<file path="src/rtl/trigger_engine_if.sv">
// trigger_engine_if: control, configuration, sample and status bundle of the trigger engine.
// master: capture controller (drives Arm..Dig, observes Start/State/Trig_Lat); slave: engine.
interface trigger_engine_if #(
   parameter int N_ACH = 2,
   parameter int DW    = 8,
   parameter int N_DCH = 2,
   parameter int CW    = 32
);
   logic                   Arm;
   logic                   Force;
   logic                   Sampled;
   logic [3:0]             Trig_Src;
   logic [2:0]             Trig_Type;
   logic [DW-1:0]          Vthreshold;
   logic [CW-1:0]          XTthreshold;
   logic [CW-1:0]          Holdoff;
   logic [N_ACH*DW-1:0]    Ana;
   logic [N_DCH-1:0]       Dig;
   logic                   Start;
   logic [1:0]             State;
   logic [CW-1:0]          Trig_Lat;

   modport master (
      output Arm, Force, Sampled, Trig_Src, Trig_Type,
      output Vthreshold, XTthreshold, Holdoff, Ana, Dig,
      input  Start, State, Trig_Lat
   );

   modport slave (
      input  Arm, Force, Sampled, Trig_Src, Trig_Type,
      input  Vthreshold, XTthreshold, Holdoff, Ana, Dig,
      output Start, State, Trig_Lat
   );
endinterface

</file>
<file path="src/rtl/trigger_engine.sv">
// trigger_engine: arm/pretrig/armed/trig sequencer with edge (hysteresis), level and
// pulse-width conditions over N_ACH analog and N_DCH digital channels, plus holdoff.
// Ports: Mclk clock; Reset sync active-high; bus (slave) carries Arm, Force, Sampled,
// Trig_Src, Trig_Type, Vthreshold, XTthreshold, Holdoff, Ana, Dig in and Start, State,
// Trig_Lat out. Samples are registered once, so a qualifying sample captured at edge n
// shows up as State=TRIG/Start=1 after edge n+1.
module trigger_engine #(
   parameter int N_ACH = 2,
   parameter int DW    = 8,
   parameter int N_DCH = 2,
   parameter int CW    = 32,
   parameter int HYST  = 12
) (
   input  logic                Mclk,
   input  logic                Reset,
   trigger_engine_if.slave     bus
);

   typedef enum logic [1:0] {
      IDLE    = 2'd0,
      PRETRIG = 2'd1,
      ARMED   = 2'd2,
      TRIG    = 2'd3
   } state_e;

   localparam logic [DW:0] HYST_W = (DW+1)'(HYST);
   localparam logic [DW:0] DMAX   = {1'b0, {DW{1'b1}}};

   state_e              state_q, state_d;
   logic                start_q, start_d;
   logic [CW-1:0]       lat_q, lat_d;
   logic [CW-1:0]       hcnt_q, hcnt_d;
   logic [CW-1:0]       pcnt_q, pcnt_d;
   logic                lo_q, lo_d;
   logic                hi_q, hi_d;
   logic                seen_q, seen_d;
   logic [N_ACH*DW-1:0] ana_q;
   logic [N_DCH-1:0]    dig_q;
   logic [N_DCH-1:0]    dprev_q;
   logic [N_ACH-1:0]    abit_q, abit_d;

   logic [DW:0]         vth_w, vsum, vh_w, vl_w;
   logic [DW-1:0]       x;
   logic                src_ana, src_dig, src_ok;
   logic                bit_c, bit_p, tr;
   logic                x_gt, x_lt;
   logic                pos_c, neg_c, lvl_l, lvl_h;
   logic [CW:0]         pw;
   logic                p_lt;
   logic                cond_c;

   // Saturated hysteresis band around the live threshold.
   always_comb begin
      vth_w = {1'b0, bus.Vthreshold};
      vsum  = vth_w + HYST_W;
      vh_w  = (vsum > DMAX) ? DMAX : vsum;
      vl_w  = (vth_w >= HYST_W) ? (vth_w - HYST_W) : '0;
   end

   // Digitised analog bits; an exact threshold hit keeps the previous bit.
   always_comb begin
      abit_d = abit_q;
      for (int k = 0; k < N_ACH; k++) begin
         if (ana_q[k*DW +: DW] > bus.Vthreshold) begin
            abit_d[k] = 1'b1;
         end else if (ana_q[k*DW +: DW] < bus.Vthreshold) begin
            abit_d[k] = 1'b0;
         end
      end
   end

   // Channel select: current/previous bit and raw analog value.
   always_comb begin
      x       = '0;
      src_ana = 1'b0;
      src_dig = 1'b0;
      bit_c   = 1'b0;
      bit_p   = 1'b0;
      for (int k = 0; k < N_ACH; k++) begin
         if (bus.Trig_Src == 4'(k)) begin
            src_ana = 1'b1;
            x       = ana_q[k*DW +: DW];
            bit_c   = abit_d[k];
            bit_p   = abit_q[k];
         end
      end
      for (int k = 0; k < N_DCH; k++) begin
         if (bus.Trig_Src == 4'(N_ACH + k)) begin
            src_dig = 1'b1;
            bit_c   = dig_q[k];
            bit_p   = dprev_q[k];
         end
      end
   end

   // Trigger condition on the registered sample.
   always_comb begin
      src_ok = src_ana | src_dig;
      x_gt   = x > bus.Vthreshold;
      x_lt   = x < bus.Vthreshold;
      tr     = bit_c ^ bit_p;
      pos_c  = src_ana ? (lo_q & x_gt) : (bit_c & ~bit_p);
      neg_c  = src_ana ? (hi_q & x_lt) : (~bit_c & bit_p);
      lvl_l  = src_ana ? x_lt : ~bit_c;
      lvl_h  = src_ana ? x_gt : bit_c;
      // Completed pulse is pcnt+1 cycles long; extra bit avoids wrap.
      pw     = {1'b0, pcnt_q} + (CW+1)'(1);
      p_lt   = pw < {1'b0, bus.XTthreshold};
      cond_c = 1'b0;
      case (bus.Trig_Type)
         3'd0: cond_c = neg_c;
         3'd1: cond_c = pos_c;
         3'd2: cond_c = lvl_l;
         3'd3: cond_c = lvl_h;
         3'd4: cond_c = tr & seen_q &  bit_c &  p_lt;
         3'd5: cond_c = tr & seen_q &  bit_c & ~p_lt;
         3'd6: cond_c = tr & seen_q & ~bit_c &  p_lt;
         3'd7: cond_c = tr & seen_q & ~bit_c & ~p_lt;
      endcase
      cond_c = cond_c & src_ok;
   end

   // Next state, counters and flags.
   always_comb begin
      state_d = state_q;
      lat_d   = lat_q;
      hcnt_d  = hcnt_q;
      pcnt_d  = pcnt_q;
      lo_d    = lo_q;
      hi_d    = hi_q;
      seen_d  = seen_q;
      unique case (state_q)
         IDLE: begin
            if (bus.Arm) begin
               state_d = PRETRIG;
               hcnt_d  = '0;
            end
         end
         PRETRIG: begin
            if (bus.Arm) begin
               hcnt_d = '0;
            end else if (bus.Force) begin
               state_d = TRIG;
            end else begin
               if (bus.Sampled && (hcnt_q >= bus.Holdoff)) begin
                  state_d = ARMED;
               end
               if (hcnt_q != '1) begin
                  hcnt_d = hcnt_q + CW'(1);
               end
            end
         end
         ARMED: begin
            if (bus.Arm) begin
               state_d = PRETRIG;
               hcnt_d  = '0;
            end else begin
               if (lat_q != '1) begin
                  lat_d = lat_q + CW'(1);
               end
               if (src_ana && ({1'b0, x} < vl_w)) begin
                  lo_d = 1'b1;
               end
               if (src_ana && ({1'b0, x} > vh_w)) begin
                  hi_d = 1'b1;
               end
               if (src_ok) begin
                  if (tr) begin
                     seen_d = 1'b1;
                     pcnt_d = '0;
                  end else if (pcnt_q != '1) begin
                     pcnt_d = pcnt_q + CW'(1);
                  end
               end
               if (cond_c || bus.Force) begin
                  state_d = TRIG;
               end
            end
         end
         TRIG: begin
            if (bus.Arm) begin
               state_d = PRETRIG;
               hcnt_d  = '0;
            end
         end
      endcase
      // Fresh history on every entry into ARMED.
      if ((state_d == ARMED) && (state_q != ARMED)) begin
         lo_d   = 1'b0;
         hi_d   = 1'b0;
         seen_d = 1'b0;
         pcnt_d = '0;
         lat_d  = '0;
      end
      start_d = (state_d == TRIG);
   end

   always_ff @(posedge Mclk) begin
      if (Reset) begin
         state_q <= IDLE;
         start_q <= 1'b0;
         lat_q   <= '0;
         hcnt_q  <= '0;
         pcnt_q  <= '0;
         lo_q    <= 1'b0;
         hi_q    <= 1'b0;
         seen_q  <= 1'b0;
         ana_q   <= '0;
         dig_q   <= '0;
         dprev_q <= '0;
         abit_q  <= '0;
      end else begin
         state_q <= state_d;
         start_q <= start_d;
         lat_q   <= lat_d;
         hcnt_q  <= hcnt_d;
         pcnt_q  <= pcnt_d;
         lo_q    <= lo_d;
         hi_q    <= hi_d;
         seen_q  <= seen_d;
         ana_q   <= bus.Ana;
         dig_q   <= bus.Dig;
         dprev_q <= dig_q;
         abit_q  <= abit_d;
      end
   end

   assign bus.Start    = start_q;
   assign bus.State    = state_q;
   assign bus.Trig_Lat = lat_q;

endmodule

</file>
<file path="src/flat_wrapper.sv">
// flat-port wrapper written by rule: the top's interface ports become plain ports
module trigger_engine_flat 
#(
   parameter int N_ACH = 2,
   parameter int DW    = 8,
   parameter int N_DCH = 2,
   parameter int CW    = 32,
   parameter int HYST  = 12
)
  (Mclk, Reset, bus_Arm, bus_Force, bus_Sampled, bus_Trig_Src, bus_Trig_Type, bus_Vthreshold, bus_XTthreshold, bus_Holdoff, bus_Ana, bus_Dig, bus_Start, bus_State, bus_Trig_Lat);
  trigger_engine_if #(.N_ACH(N_ACH), .DW(DW), .N_DCH(N_DCH), .CW(CW)) bus_i ();
  input  logic Mclk;
  input  logic Reset;
  input wire logic [$bits(bus_i.Arm)-1:0] bus_Arm;
  input wire logic [$bits(bus_i.Force)-1:0] bus_Force;
  input wire logic [$bits(bus_i.Sampled)-1:0] bus_Sampled;
  input wire logic [$bits(bus_i.Trig_Src)-1:0] bus_Trig_Src;
  input wire logic [$bits(bus_i.Trig_Type)-1:0] bus_Trig_Type;
  input wire logic [$bits(bus_i.Vthreshold)-1:0] bus_Vthreshold;
  input wire logic [$bits(bus_i.XTthreshold)-1:0] bus_XTthreshold;
  input wire logic [$bits(bus_i.Holdoff)-1:0] bus_Holdoff;
  input wire logic [$bits(bus_i.Ana)-1:0] bus_Ana;
  input wire logic [$bits(bus_i.Dig)-1:0] bus_Dig;
  output wire logic [$bits(bus_i.Start)-1:0] bus_Start;
  output wire logic [$bits(bus_i.State)-1:0] bus_State;
  output wire logic [$bits(bus_i.Trig_Lat)-1:0] bus_Trig_Lat;
  assign bus_i.Arm = bus_Arm;
  assign bus_i.Force = bus_Force;
  assign bus_i.Sampled = bus_Sampled;
  assign bus_i.Trig_Src = bus_Trig_Src;
  assign bus_i.Trig_Type = bus_Trig_Type;
  assign bus_i.Vthreshold = bus_Vthreshold;
  assign bus_i.XTthreshold = bus_XTthreshold;
  assign bus_i.Holdoff = bus_Holdoff;
  assign bus_i.Ana = bus_Ana;
  assign bus_i.Dig = bus_Dig;
  assign bus_Start = bus_i.Start;
  assign bus_State = bus_i.State;
  assign bus_Trig_Lat = bus_i.Trig_Lat;
  trigger_engine #(.N_ACH(N_ACH), .DW(DW), .N_DCH(N_DCH), .CW(CW), .HYST(HYST)) u_core (.Mclk(Mclk), .Reset(Reset), .bus(bus_i));
endmodule
</file>
<file path="config.mk">
export PLATFORM = sky130hd
export DESIGN_NAME = trigger_engine_flat
export DESIGN_NICKNAME = d
export VERILOG_FILES = /design/src/rtl/trigger_engine_if.sv /design/src/rtl/trigger_engine.sv /design/src/flat_wrapper.sv
export SDC_FILE = /design/constraint.sdc
export NUM_CORES = 1
export LEC_CHECK = 0
export BUFFER_PORTS_ARGS = -buffer_cell sky130_fd_sc_hd__buf_2
export CORE_MARGIN = 1.5
export CORE_UTILIZATION = 40
export DETAILED_ROUTE_END_ITERATION = 12
export PLACE_DENSITY = 0.65
export SLEW_MARGIN = 20
export SYNTH_ARGS = -nofsm -noshare
export SYNTH_HDL_FRONTEND = slang
export SYNTH_SLANG_ARGS = --single-unit
export TNS_END_PERCENT = 50
</file>
<file path="constraint.sdc">
create_clock -name Mclk -period 7.7 [get_ports Mclk]
set_input_delay 0 -clock Mclk [delete_from_list [all_inputs] [get_ports Mclk]]
set_output_delay 0 -clock Mclk [all_outputs]
set_load 0.1 [all_outputs]
</file>
; Yosys cells after proc, flatten, opt, wreduce, memory -nomap -nowiden
; Cells that the tools add are included.
[word_totals]
mem_bits_rw = 0
register_bits = 124
rom_bits = 0
output_inout_bits = 35
latch_bits = 0
memories = 0
inputBits = 102
[op_classes]
div_mod_pow = 0
muxes = 39
addsub = 6
shifts = 0
n_bitwise = 18
mul = 0
n_eq_ne = 22
reduce_logical = 18
magnitude_cmp = 12
[op_table]
columns = op, n
row1 = 2-to-1 mux 32 bit, 6
row2 = adder 32 x 1 -> 32 bit (second input constant), 3
row3 = inequality test 32 bit (second input constant), 3
row4 = one-hot mux 32 bit (2 select lines), 1
row5 = adder 32 x 1 -> 33 bit (second input constant), 1
row6 = less-than comparator 33 x 32 -> 1 bit, 1
row7 = greater-or-equal comparator 32 bit, 1
row8 = greater-than comparator 8 bit, 3
row9 = less-than comparator 8 bit, 3
row10 = 2-to-1 mux 1 bit, 20
row11 = 2-to-1 mux 9 bit, 2
row12 = 2-to-1 mux 8 bit, 2
row13 = AND 1 bit, 12
row14 = equality test 3 bit (second input constant), 4
row15 = 2-to-1 mux 2 bit, 6
row16 = AND reduction 3 bit, 4
row17 = adder 8 x 4 -> 9 bit (second input constant), 1
row18 = greater-than comparator 8 x 9 -> 1 bit, 1
row19 = greater-than comparator 9 x 8 -> 1 bit (second input constant), 1
row20 = less-than comparator 8 x 9 -> 1 bit, 1
row21 = subtractor 8 x 4 -> 9 bit (second input constant), 1
row22 = equality test 2 bit (second input constant), 4
row23 = equality test 4 x 2 -> 1 bit (second input constant), 2
row24 = greater-or-equal comparator 8 x 4 -> 1 bit (second input constant), 1
row25 = other kinds (22), 31

; Longest topological paths before layout
[logic_depth]
depth_word = 20
mapped_depth = 17
mapped_depth_nobuf = 16

; Least setup slack after synthesis
; No wires, ideal clock.
[synth_path]
path_kind = register to register
start = reg u_core.pcnt_q[8]
end = reg u_core.state_q[0] (netlist: u_core.bus.State[0])
t_required_ns = 7.588
setup_ns = 0.112
path_slack_ns = 4.023
path_stages_with_launch = 16
t_arrival_ns = 3.564
path_cell_list = dfxtp_1 and4_1 nand4_1 nor3_1 nand2_2 nor3_1 xor2_1 ha_1 nand3_1 nor2_1 a221o_1 a211oi_1 o211ai_2 xnor2_1 a311oi_2 a2111oi_1
[synth_via]
elab_chain_len = 10
word_cells_on_any_way = 13
[synth_rtl]
columns = element, line_no
row1 = "start, declared", trigger_engine.sv:33  ; logic [CW-1:0] pcnt_q, pcnt_d;
row2 = "start signal, assigned", trigger_engine.sv:217  ; pcnt_q <= pcnt_d;
row3 = adder 32 x 1 -> 33 bit *, trigger_engine.sv:107  ; pw = {1'b0, pcnt_q} + (CW+1)'(1);
row4 = less-than comparator 33 x 32 -> 1 bit *, trigger_engine.sv:108  ; p_lt = pw < {1'b0, bus.XTthreshold};
row5 = NOT 1 bit, "trigger_engine.sv:116, trigger_engine.sv:118"
row6 = AND 1 bit (on tied branches), "trigger_engine.sv:118, trigger_engine.sv:116"
row7 = one-hot mux 1 bit (8 select lines) *, trigger_engine.sv:110  ; case (bus.Trig_Type)
row8 = AND 1 bit *, trigger_engine.sv:120  ; cond_c = cond_c & src_ok;
row9 = logical OR 1 bit *, trigger_engine.sv:175  ; if (cond_c || bus.Force) begin
row10 = 2-to-1 mux 2 bit *, trigger_engine.sv:175
row11 = 2-to-1 mux 2 bit *, trigger_engine.sv:154  ; if (bus.Arm) begin
row12 = one-hot mux 2 bit (3 select lines) *, trigger_engine.sv:132  ; unique case (state_q)
row13 = "end signal, assigned", trigger_engine.sv:213  ; state_q <= state_d;
row14 = "end, declared", trigger_engine.sv:29  ; state_e state_q, state_d;
; Every way passes the cells marked *; elsewhere a longest branch is shown, timed or not.
; A chain may end at the register's enable or synchronous reset.

; Worst setup path after layout
; Ends and elaborated chain as after synthesis.

==> results.sh <==
export IMPL_vdd_ir_drop_max_v=0.000172
export IMPL_clk_pin_slew_ns=0.06
export IMPL_maxClockFrequency_mhz=219
export IMPL_drt_drc_violations_left=0
export IMPL_cell_internal_pwr_mw=1.28
export IMPL_fp_row_count=53
export IMPL_grt_first_pass_wirelength_um=35900
export IMPL_firstDrtPassIters=5
export IMPL_setup_ws_ns=3.14
export IMPL_mappedNetlistNets=1290
export IMPL_setup_worst_path_start_class="register"
export IMPL_nets=1440
export IMPL_pwr_share_comb=0.185
export IMPL_worstPathMaxFanout=6
export IMPL_finClkSkew_ns=0.0133
export IMPL_switching_share=0.292
export IMPL_netlist_area_leader_share=0.288
export IMPL_core_region_area_um2=21100
export IMPL_netlist_area_um2=8610
export IMPL_clkPwrFrac=0.445
export IMPL_fp_dieW_um=150
export IMPL_synth_top_cells_by_area="sky130_fd_sc_hd__dfxtp_1 (29%), sky130_fd_sc_hd__ha_1 (16%), sky130_fd_sc_hd__nor2_1 (5.9%)"
export IMPL_antenna_diode_count=0
export IMPL_setup_violations=0
export IMPL_clock_tree_htree_level_count=4
export IMPL_yosys_cell_types_count=66
export IMPL_io_buffers=136
export IMPL_power_switching_mw=0.528
export IMPL_outcome="finished, final reports clean"
export IMPL_yosys_area_top_type="sky130_fd_sc_hd__dfxtp_1"
export IMPL_floorplan_die_height_um=150
export IMPL_max_slew_margin=0.352
export IMPL_initial_utilization=0.408
export IMPL_area_growth_pct=20.0
export IMPL_worstSetupEndpointType="register"
export IMPL_fin_util=0.490
export IMPL_worst_ep_required_time_ns=8.00
export IMPL_detailed_place_hpwl_um=16400
export IMPL_holdPathStages=2
export IMPL_postCtsSetupBuffers=0
export IMPL_power_total_mw=1.81
export IMPL_ys_warnings_count=0
export IMPL_synth_flop_cell="sky130_fd_sc_hd__dfxtp_1"
export IMPL_drtAntennaViolNets=0
export IMPL_fillCellCount=2067
export IMPL_power_sequential_fraction=0.371
export IMPL_hold_violation_count_in_the_final_report=0
export IMPL_post_synth_cell_area_avg_um2=8.00
export IMPL_clk_latency_ns=0.43
export IMPL_tritoncts="done"
export IMPL_period_needed_ns=4.56
export IMPL_cts_buffer_depth=2
export IMPL_p_leak_nw=4.71
export IMPL_r2r_cells=16
export IMPL_routed_via_count=8006
export IMPL_die_area_um2=22400
export IMPL_layout_cells_most_common="sky130_fd_sc_hd__buf_2"
export IMPL_io_pin_count=137
export IMPL_first_global_vias=7379
export IMPL_tritoncts_num_buffers=17
export IMPL_final_hold_worst_slack_ns=0.0386
export IMPL_synth_edff_count=0
export IMPL_crit_share_post_route=0.593
export IMPL_worstPathArrival_ns=4.86
export IMPL_ys_async_sr_fraction=0
export IMPL_drt_wl_total_um=21900
export IMPL_globalRouteOverflowTotal=0
export IMPL_drive_above_1_share=0.149
export IMPL_dp_worst_setup_slack_ns=3.23
export IMPL_initial_antenna_violation_count=0
export IMPL_rsz_0062_raised_after_global_routing="no"
export IMPL_cts_sink_count=124
export IMPL_worstMarginPinSlew_ns=0.970
export IMPL_fin_setup_tns_ns=0
export IMPL_cts_root_buffer_cell="sky130_fd_sc_hd__clkbuf_16"
export IMPL_grt_usage=0.200
export IMPL_drt_first_iter_violations=514
export IMPL_slew_viol_final=0
export IMPL_ys_ff_latch=124
export IMPL_maximum_number_of_pins_on_one_net_before_global_route_repair=68
export IMPL_timing_hold_worst_class="in2reg"
export IMPL_power_density_cell_area_nw_per_um2=175
export IMPL_synth_yosys_seq_area_share=0.288
export IMPL_route_detailed_vias_per_inst=5.29
export IMPL_place_gp_congestion=0.852
export IMPL_path_class="reg2reg"
export IMPL_wire_per_inst_um=14.5
export IMPL_layout_cells_most_common_list="sky130_fd_sc_hd__buf_2 (136), sky130_fd_sc_hd__nor2_1 (134), sky130_fd_sc_hd__dfxtp_1 (124), sky130_fd_sc_hd__ha_1 (111), sky130_fd_sc_hd__inv_1 (98)"
export IMPL_cells_after_synthesis=1077
export IMPL_drv_cap=0
power groups by stage:
stage | clock network, mW | logic (mW) | registers, mW
final | 0.803 | 0.334 | 0.669
after CTS | 0.819 | 0.333 | 0.669
after global placement | 0 | 0.322 | 0.682
after detailed placement | 0 | 0.324 | 0.683
after global routing | 0.849 | 0.369 | 0.671
after floorplan | 0 | 0.189 | 0.717
kinds of logic after synthesis:
group,Yosys count,synth area share
adder cells (fa/ha/maj),111,0.161
AO/OA/AOI/OAI,206,0.157
buffers and inverters,127,0.0559
flip-flops,124,0.288
multiplexers,12,0.0142
XOR/XNOR,85,0.0864
AND/OR/NAND/NOR,412,0.237
cell usage after synthesis, drive strengths merged (13+ instances only):
cell	instances
nor2	135
dfxtp	124
ha	111
inv	98
nand2	66
a21oi	61
nand3	53
xnor2	49
nand4	45
o21ai	38
xor2	36
a22oi	26
nor2b	25
nor3	24
clkbuf	19
a21o	18
and3	15
nor4	13
registers in the layout (all words and copies together), names as in the netlist:
register,count
u_core.abit_q,2
u_core.ana_q,16
u_core.bus.Start,1
u_core.bus.State,2
u_core.bus.Trig_Lat,32
u_core.dig_q,2
u_core.dprev_q,2
u_core.hcnt_q,32
u_core.hi_q,1
u_core.lo_q,1
u_core.pcnt_q,32
u_core.seen_q,1
cell type report:
type	instances	area, um2	area share
Clock inverter	7	116	0.0113
Sequential cell	124	2480	0.240
Inverter	100	375	0.0363
Clock buffer	22	464	0.0449
Multi-Input combinational cell	826	5660	0.548
Tap cell	275	344	0.0333
Timing Repair Buffer	158	893	0.0864
metal layers:
metal | global-route usage | part of all wire | up-vias
li1 | - | - | 4123
met1 | 0.267 | 0.47 | 3646
met2 | 0.327 | 0.46 | 206
met3 | 0.0375 | 0.049 | 31
met4 | 0.0598 | 0.018 | 0
met5 | 0 | 0 | -
final timing paths:
path | startpoint | endpoint | slack [ns]
worst min register to register | u_core.dig_q[1] | u_core.dprev_q[1] | 0.47
worst max register to register | u_core.pcnt_q[8] | u_core.bus.State[0] | 3.14
worst max-delay path | u_core.pcnt_q[8] | u_core.bus.State[0] | 3.14
worst min-delay path | Reset | u_core.ana_q[2] | 0.04
through the flow:
step,std cells,area [um2]
after floorplan,1077,8610
after global placement,1464,9560
after detailed placement,1464,9560
after CTS,1512,10300
after global routing,1512,10300
final,1512,10300
critical path, stage by stage (launching register included):
cell and delay [ns]:
sky130_fd_sc_hd__dfxtp_1 0.41, sky130_fd_sc_hd__and4_1 0.27, sky130_fd_sc_hd__nand4_1 0.22, sky130_fd_sc_hd__nor3_1 0.61
sky130_fd_sc_hd__nand2_2 0.22, sky130_fd_sc_hd__nor2_1 0.34, sky130_fd_sc_hd__nand4_1 0.19, sky130_fd_sc_hd__xnor2_1 0.17
sky130_fd_sc_hd__ha_1 0.27, sky130_fd_sc_hd__nand3_1 0.12, sky130_fd_sc_hd__nor2_1 0.07, sky130_fd_sc_hd__a221o_1 0.32
sky130_fd_sc_hd__a211oi_1 0.31, sky130_fd_sc_hd__o211ai_2 0.15, sky130_fd_sc_hd__xnor2_1 0.19, sky130_fd_sc_hd__a311oi_2 0.14
sky130_fd_sc_hd__a2111oi_1 0.43
timing repair:
| action | in CTS | in global routing |
|---|---|---|
| hold endpoints to repair | 19 | 0 |
| resized for setup | 0 | 0 |
| hold buffers | 19 | 0 |
(Power assumes the default switching activity.)
